===== src/rtl/bcd_pkg.sv =====
// Shared types and constants for the digit-serial BCD adder.
package bcd_pkg;

    localparam logic [3:0] BCD_MAX = 4'd9;
    localparam logic [3:0] BCD_ADJ = 4'd6;

    typedef logic [3:0] bcd_digit_t;

    typedef enum logic [1:0] {
        S_IDLE,
        S_ADD,
        S_DONE
    } state_e;

    function automatic logic is_bcd(input bcd_digit_t d);
        return (d <= BCD_MAX);
    endfunction

endpackage


===== src/rtl/bcd_digit_add.sv =====
// Combinational single-digit BCD add with decimal-adjust; non-BCD inputs still follow
// the same rule, keeping only the low nibble of the adjusted sum.
module bcd_digit_add
    import bcd_pkg::*;
(
    input  bcd_digit_t a_i,
    input  bcd_digit_t b_i,
    input  logic       cin_i,
    output bcd_digit_t sum_c,
    output logic       cout_c
);

    logic [4:0] t;

    always_comb begin
        t      = 5'(a_i) + 5'(b_i) + 5'(cin_i);
        sum_c  = t[3:0];
        cout_c = 1'b0;
        if (t > 5'(BCD_MAX)) begin
            sum_c  = 4'(t + 5'(BCD_ADJ));
            cout_c = 1'b1;
        end
    end

endmodule


===== src/rtl/bcd_serial_adder.sv =====
// Multi-digit packed-BCD adder: captures operands, adds one digit per clock (LSD first)
// through a single digit stage, then presents sum/carry/err until the consumer takes them.
module bcd_serial_adder
    import bcd_pkg::*;
#(
    parameter int unsigned DIGITS = 4
) (
    input  logic                clk,
    input  logic                rst_n,
    input  logic                in_valid,
    output logic                in_ready,
    input  logic [4*DIGITS-1:0] a_bcd,
    input  logic [4*DIGITS-1:0] b_bcd,
    input  logic                cin,
    output logic                out_valid,
    input  logic                out_ready,
    output logic [4*DIGITS-1:0] sum_bcd,
    output logic                cout,
    output logic                err
);

    localparam int unsigned    IDX_W    = (DIGITS > 1) ? $clog2(DIGITS) : 1;
    localparam logic [IDX_W-1:0] LAST_IDX = IDX_W'(DIGITS - 1);

    state_e                       state_q, state_d;
    logic [IDX_W-1:0]             idx_q, idx_d;
    logic                         carry_q, carry_d;
    logic [DIGITS-1:0][3:0]       a_q, a_d, b_q, b_d;
    logic [DIGITS-1:0][3:0]       sum_q, sum_d;
    logic                         cout_q, cout_d;
    logic                         err_q, err_d;
    logic                         in_ready_q, out_valid_q;

    logic [DIGITS-1:0][3:0]       a_in, b_in;
    logic                         in_bad_c;
    bcd_digit_t                   dig_sum_c;
    logic                         dig_cout_c;

    assign a_in = a_bcd;
    assign b_in = b_bcd;

    // Any non-BCD digit among the incoming operands flags the whole transaction.
    always_comb begin
        in_bad_c = 1'b0;
        for (int i = 0; i < int'(DIGITS); i++) begin
            if (!is_bcd(a_in[i]) || !is_bcd(b_in[i])) begin
                in_bad_c = 1'b1;
            end
        end
    end

    bcd_digit_add u_digit (
        .a_i    (a_q[idx_q]),
        .b_i    (b_q[idx_q]),
        .cin_i  (carry_q),
        .sum_c  (dig_sum_c),
        .cout_c (dig_cout_c)
    );

    always_comb begin
        state_d = state_q;
        idx_d   = idx_q;
        carry_d = carry_q;
        a_d     = a_q;
        b_d     = b_q;
        sum_d   = sum_q;
        cout_d  = cout_q;
        err_d   = err_q;
        unique case (state_q)
            S_IDLE: begin
                if (in_valid && in_ready_q) begin
                    state_d = S_ADD;
                    a_d     = a_in;
                    b_d     = b_in;
                    carry_d = cin;
                    idx_d   = '0;
                    err_d   = in_bad_c;
                end
            end
            S_ADD: begin
                sum_d[idx_q] = dig_sum_c;
                carry_d      = dig_cout_c;
                idx_d        = idx_q + IDX_W'(1);
                if (idx_q == LAST_IDX) begin
                    state_d = S_DONE;
                    cout_d  = dig_cout_c;
                    idx_d   = '0;
                end
            end
            S_DONE: begin
                if (out_ready) begin
                    state_d = S_IDLE;
                end
            end
            default: state_d = S_IDLE;
        endcase
    end

    always_ff @(posedge clk or negedge rst_n) begin
        if (!rst_n) begin
            state_q     <= S_IDLE;
            idx_q       <= '0;
            carry_q     <= 1'b0;
            a_q         <= '0;
            b_q         <= '0;
            sum_q       <= '0;
            cout_q      <= 1'b0;
            err_q       <= 1'b0;
            in_ready_q  <= 1'b0;
            out_valid_q <= 1'b0;
        end else begin
            state_q     <= state_d;
            idx_q       <= idx_d;
            carry_q     <= carry_d;
            a_q         <= a_d;
            b_q         <= b_d;
            sum_q       <= sum_d;
            cout_q      <= cout_d;
            err_q       <= err_d;
            in_ready_q  <= (state_d == S_IDLE);
            out_valid_q <= (state_d == S_DONE);
        end
    end

    assign in_ready  = in_ready_q;
    assign out_valid = out_valid_q;
    assign sum_bcd   = sum_q;
    assign cout      = cout_q;
    assign err       = err_q;

endmodule


===== config.mk =====
export PLATFORM = sky130hd
export DESIGN_NAME = bcd_serial_adder
export DESIGN_NICKNAME = d
export VERILOG_FILES = /design/src/rtl/bcd_pkg.sv /design/src/rtl/bcd_digit_add.sv /design/src/rtl/bcd_serial_adder.sv
export SDC_FILE = /design/constraint.sdc
export NUM_CORES = 1
export LEC_CHECK = 0
export ABC_CLOCK_PERIOD_IN_PS = 3900
export CAP_MARGIN = 20
export CORE_AREA = 5 5 79 81
export DETAILED_ROUTE_END_ITERATION = 16
export DIE_AREA = 0 0 84 86
export PLACE_DENSITY = 0.77
export SYNTH_ARGS = -nofsm -noshare
export SYNTH_HDL_FRONTEND = slang
export SYNTH_SLANG_ARGS = --single-unit

===== constraint.sdc =====
create_clock -name clk -period 3.9 [get_ports clk]
set_input_delay 0.78 -clock clk [delete_from_list [all_inputs] [get_ports clk]]
set_output_delay 0.78 -clock clk [all_outputs]
set_load 0.1 [all_outputs]

# Yosys cells after proc, flatten, opt, wreduce, memory -nomap -nowiden
# Index checks and enable logic that the tools add are counted.
# totals
elab_cells	81
regBits	57
out_inout_bits	20
inputBits	37
# op_classes
add_sub_neg	4
n_eq_ne	5
order_cmp	11
muxes	22
n_reduce_logical	20
# op_table
operator	count
$le A4 B4 Y1 const B	8
$bmux W4 S2	2
$bwmux W16	1
$mux W4	4
$mux W2	5
$demux W4 S2	1
$logic_not A1 Y1	8
$eq A2 B2 Y1 const B	3
$mux W1	6
$pmux W2 S3	1
$reduce_and A2 Y1	3
$add A4 B4 Y5	1
$add A5 B1 Y5	1
$gt A5 B4 Y1 const B	1
$add A4 B3 Y4 const B	1
$logic_not A2 Y1	2
$logic_or A1 B1 Y1	4
$pmux W2 S2	1
$lt A2 B3 Y1 const B	1
$add A2 B1 Y2 const B	1
$eq A2 B1 Y1 const B	1
$ge A2 B1 Y1 const B	1
$logic_and A1 B1 Y1	2
$ne A2 B2 Y1 const B	1
other kinds (2)	2

# Longest topological paths before layout
# logic_depth
depth_word	7
ltp_mapped	11
mapped_depth_nobuf	10

# Modules after synthesis
# A second synthesis with hierarchy kept.
# unflattened
hier_cells	181
area_unflattened_um2	2741.4
# modules_own_cells
module	seq_area_each_um2	cells_per_inst	area_per_inst_um2	instances
bcd_serial_adder	1426.4	159	2529.9	1
bcd_digit_add	0.0	22	211.5	1

# Least setup slack after synthesis
# No wires, ideal clock.
# synth_timing
path_kind	reg-to-reg
from	register idx_q[0]
to	register sum_q (netlist bit sum_bcd[10])
t_required_ns	3.825
arrival_time_ns	3.439
synth_period_minus_slack_ns	3.514
setup_slack_ns	0.386
setup_ns	0.075
stages_incl_launch_ff	11
n_path_buf	1
cell_sequence	dfrtp_1 buf_2 mux4_2 fa_1 fa_1 xor2_1 inv_1 ha_1 o41a_1 o32a_2 o21ai_2
# synth_via
elab_chain_len	7
elab_cells_between_ends	15
classes_between	3 x add/sub; 3 x order compare; 8 x mux; 1 x reduce/logical
# synth_lines
element	line_no	text
from (decl)	bcd_serial_adder.sv:26	logic [IDX_W-1:0] idx_q, idx_d;
from (signal assigned)	bcd_serial_adder.sv:113	idx_q <= idx_d;
$bmux W4 S2 (on tied branches)	bcd_serial_adder.sv:53, bcd_serial_adder.sv:54	
$mux W4 (on tied branches)	bcd_serial_adder.sv:53, bcd_serial_adder.sv:54	
$add A4 B4 Y5	bcd_digit_add.sv:16	t = 5'(a_i) + 5'(b_i) + 5'(cin_i);
$add A5 B1 Y5	bcd_digit_add.sv:16	
$add A4 B3 Y4 / $gt A5 B4 Y1 (equally long branches)	bcd_digit_add.sv:20, bcd_digit_add.sv:19	
$mux W4	bcd_digit_add.sv:19	if (t > 5'(BCD_MAX)) begin
$bwmux W16 (*)	bcd_serial_adder.sv:81	sum_d[idx_q] = dig_sum_c;
to (signal assigned)	bcd_serial_adder.sv:117	sum_q <= sum_d;
to (decl)	bcd_serial_adder.sv:29	logic [DIGITS-1:0][3:0] sum_q, sum_d;
# Every way passes the cells marked *; elsewhere a longest branch is shown, timed or not. The select of a mux whose other input is x is not followed.
# A chain may end at the register's enable or synchronous reset.

# Worst setup path after layout
# layout_timing
from	register idx_q[0]
to	register sum_q (netlist bit sum_bcd[6])
# The elaborated chain is that of the path after synthesis.

==> impl_metrics.prom <==
# TYPE chip_impl_metric gauge
chip_impl_metric{name="floorplan.die.height",unit="um"} 86
chip_impl_metric{name="die-width",unit="um"} 84
chip_impl_metric{name="cts.sinks",unit=""} 57
chip_impl_metric{name="diodes",unit=""} 0
chip_impl_metric{name="site_row_count",unit=""} 27
chip_impl_info{name="netlist.top_cell.by_area",value="sky130_fd_sc_hd__dfrtp_1"} 1
chip_impl_metric{name="port_buffers",unit=""} 56
chip_impl_metric{name="max-slew-margin-rel",unit="%"} 34.6
chip_impl_metric{name="arrival",unit="ps"} 3820
chip_impl_metric{name="worstMarginPinSlew",unit="ps"} 977
chip_impl_info{name="criticalPathCategory",value="reg2reg"} 1
chip_impl_info{name="tritoncts",value="yes"} 1
chip_impl_metric{name="first_global_vias",unit=""} 1940
chip_impl_metric{name="num_vias",unit=""} 1867
chip_impl_metric{name="cts-htree-levels",unit=""} 3
chip_impl_metric{name="route.antenna.remaining_nets",unit=""} 0
chip_impl_metric{name="drc",unit=""} 0
chip_impl_metric{name="hpwl",unit="mm"} 4.20
chip_impl_info{name="yosys-top-cells-area",value="sky130_fd_sc_hd__dfrtp_1 53%, sky130_fd_sc_hd__mux2_2 15%, sky130_fd_sc_hd__mux4_2 6.7%"} 1
chip_impl_metric{name="cts_buffers",unit=""} 9
chip_impl_info{name="timing.rr.start",value="idx_q[0]"} 1
chip_impl_metric{name="first_pass_grt_wire_length",unit="mm"} 9.39
chip_impl_metric{name="routedWlPerCell",unit="um"} 15.9
chip_impl_metric{name="crit_required",unit="ps"} 4150
chip_impl_metric{name="finalSetupTns",unit="ps"} 0
chip_impl_metric{name="cts_max_path_buffers",unit=""} 2
chip_impl_metric{name="syn-cell-area",unit="sq um"} 2680
chip_impl_info{name="final_common_cell",value="sky130_fd_sc_hd__dfrtp_1"} 1
chip_impl_metric{name="final-max-slew-violation-count",unit=""} 0
chip_impl_metric{name="globalRoute.totalOverflow",unit=""} 0
chip_impl_metric{name="r2r.worst_path.cells",unit=""} 9
chip_impl_metric{name="fill_cell_count",unit=""} 448
chip_impl_metric{name="skew",unit="ps"} 8.78
chip_impl_info{name="start_kind",value="flip-flop"} 1
chip_impl_metric{name="maxCapViolations",unit=""} 0
chip_impl_info{name="end_kind",value="flip-flop"} 1
chip_impl_info{name="synth-main-ff-cell",value="sky130_fd_sc_hd__dfrtp_1"} 1
chip_impl_metric{name="area_growth",unit="%"} 30.8
chip_impl_metric{name="synth_edf_count",unit=""} 0
chip_impl_metric{name="postCtsSetupBuffers",unit=""} 0
chip_impl_info{name="outcome",value="complete, no violations"} 1
chip_impl_metric{name="cts.clk_slew.worst_paths",unit="ps"} 60
chip_impl_metric{name="die-area",unit="sq um"} 7220
chip_impl_info{name="layout_common_cells",value="57 x sky130_fd_sc_hd__dfrtp_1, 55 x sky130_fd_sc_hd__clkdlybuf4s50_1, 36 x sky130_fd_sc_hd__mux2_2"} 1
chip_impl_metric{name="synthesis.area_per_instance",unit="sq um"} 13.0
chip_impl_metric{name="synthesis.nets",unit=""} 254
chip_impl_metric{name="drt-vias-per-instance",unit=""} 5.40
chip_impl_metric{name="initial_core_util",unit="%"} 49.7
chip_impl_metric{name="yosys.area.top_type_share",unit="%"} 53.1
chip_impl_metric{name="layout_min_cycle_time",unit="ps"} 3570
chip_impl_metric{name="ys_async_sr_fraction",unit="%"} 100
chip_impl_metric{name="global_route_usage_sum",unit="%"} 16.8
chip_impl_metric{name="yosys.cell_types.count",unit=""} 36
chip_impl_metric{name="initialDrtViolationCount",unit=""} 140
chip_impl_metric{name="maximum_frequency_from_static_timing_analysis",unit="MHz"} 280
chip_impl_metric{name="timing_hold_violations_final",unit=""} 0
chip_impl_info{name="grt_setup_unrepaired",value="false"} 1
chip_impl_metric{name="finalCritPeriodShare",unit="%"} 91.6
chip_impl_metric{name="yosysWarningCount",unit=""} 0
chip_impl_metric{name="io_pins",unit=""} 57
chip_impl_metric{name="cts.hold.buffers_added",unit=""} 0
chip_impl_metric{name="postSynthRegisterBits",unit=""} 57
chip_impl_info{name="cts_root_buffer",value="sky130_fd_sc_hd__clkbuf_8"} 1
chip_impl_metric{name="timing.final.setup_violations",unit=""} 0
chip_impl_metric{name="syn_inst",unit=""} 207
chip_impl_metric{name="totalWireLength",unit="mm"} 5.52
chip_impl_metric{name="sequential_share_of_the_synthesized_area",unit="%"} 53.1
chip_impl_metric{name="final_layout_size_suffix_gt1_share",unit="%"} 26.6
chip_impl_metric{name="drt-pass1-iter-count",unit=""} 4
chip_impl_info{name="hold_path_class",value="reg2reg"} 1
chip_impl_metric{name="clk_latency",unit="ps"} 330
chip_impl_metric{name="number_of_antenna_violations_at_the_first_check_in_global_routing",unit=""} 0
chip_impl_metric{name="post_cts_resize_count",unit=""} 0
chip_impl_info{name="crit_path_start",value="idx_q[0]"} 1
chip_impl_metric{name="timing.critical_path.fanout_max",unit=""} 8
chip_impl_metric{name="hold_depth",unit=""} 2
chip_impl_metric{name="routabilityCongestion",unit=""} 0.940
chip_impl_info{name="hold_path.startpoint",value="sum_bcd[9]"} 1
chip_impl_metric{name="dp_cells",unit=""} 330
chip_impl_metric{name="design.final.nets",unit=""} 316
chip_impl_metric{name="coreArea",unit="sq um"} 5410
chip_impl_metric{name="final_cells",unit=""} 346
chip_impl_metric{name="grt_start_max_net_pins",unit=""} 42
==> area by class of cell <==
class	instances	area [sq um]	area share, %
Sequential cell	57	1430	40.6
Multi-Input combinational cell	136	1200	34.1
Timing Repair Buffer	60	586	16.7
Clock buffer	14	183	5.20
Tap cell	72	90.1	2.57
Inverter	5	18.8	0.535
Clock inverter	2	10.0	0.285
==> cell usage after synthesis, drive strengths merged (4+ instances only) <==
library cell	n
dfrtp	57
o21ai	22
mux2	36
mux4	8
buf	5
nand2	24
inv	5
a21oi	6
nor2	6
ha	8
clkbuf	4
==> metrics by stage <==
step / worst slack (ps) / instance area (sq um) / util [%] / hold slack (ps)
floorplan: 386 / 2680 / - / 475
global placement: 442 / 3320 / 61.4 / 466
detailed placement: 340 / 3320 / 61.4 / 475
CTS: 321 / 3510 / 65.0 / 490
global route: 185 / 3510 / 65.0 / 507
finish: 327 / 3510 / 65.0 / 482
==> routing by layer <==
layer | global-route usage [%] | wire length [um] | share of wire, %
met5 | 0 | 0 | 0
met4 | 9.36 | 144 | 2.6
met3 | 4.23 | 384 | 7.0
met2 | 27.5 | 2730 | 49
met1 | 20.3 | 2260 | 41
==> cells by family after synthesis <==
group	share of synthesized area, %
xor gates and xnor gates	0.933
muxes	22.2
DFF	53.1
and+or+nand+nor	6.95
adders and majority gates	5.22
buffers and inverters	2.42
AOI/OAI and AO/OA	9.14
==> sequential cells by signal, indices dropped and copies added, names as in the netlist <==
name and flops:
a_q 16, b_q 16, sum_bcd 16, idx_q 2
state_q 2, carry_q 1, cout 1, err 1
in_ready 1, out_valid 1
==> worst paths after layout <==
| check | end | slack (ps) |
|---|---|---|
| setup / recovery | sum_bcd[6] | 330 |
| hold / removal | sum_bcd[9] | 480 |
| setup reg to reg | sum_bcd[6] | 330 |
| hold reg to reg | sum_bcd[9] | 480 |
| max in group asynchronous | b_q[13] | 2570 |
| min in group asynchronous | sum_bcd[12] | 570 |
==> worst max-delay path: stages (launching register included) <==
cell and delay, ps:
sky130_fd_sc_hd__dfrtp_1 520, sky130_fd_sc_hd__mux4_2 570, sky130_fd_sc_hd__fa_1 480, sky130_fd_sc_hd__fa_1 470
sky130_fd_sc_hd__xor2_1 200, sky130_fd_sc_hd__inv_1 60, sky130_fd_sc_hd__ha_1 260, sky130_fd_sc_hd__o41a_1 530
sky130_fd_sc_hd__o32a_2 280, sky130_fd_sc_hd__o21ai_2 130
Power is not shown: default switching activity piles up to over one toggle a cycle in this logic, so the estimate is an artifact.
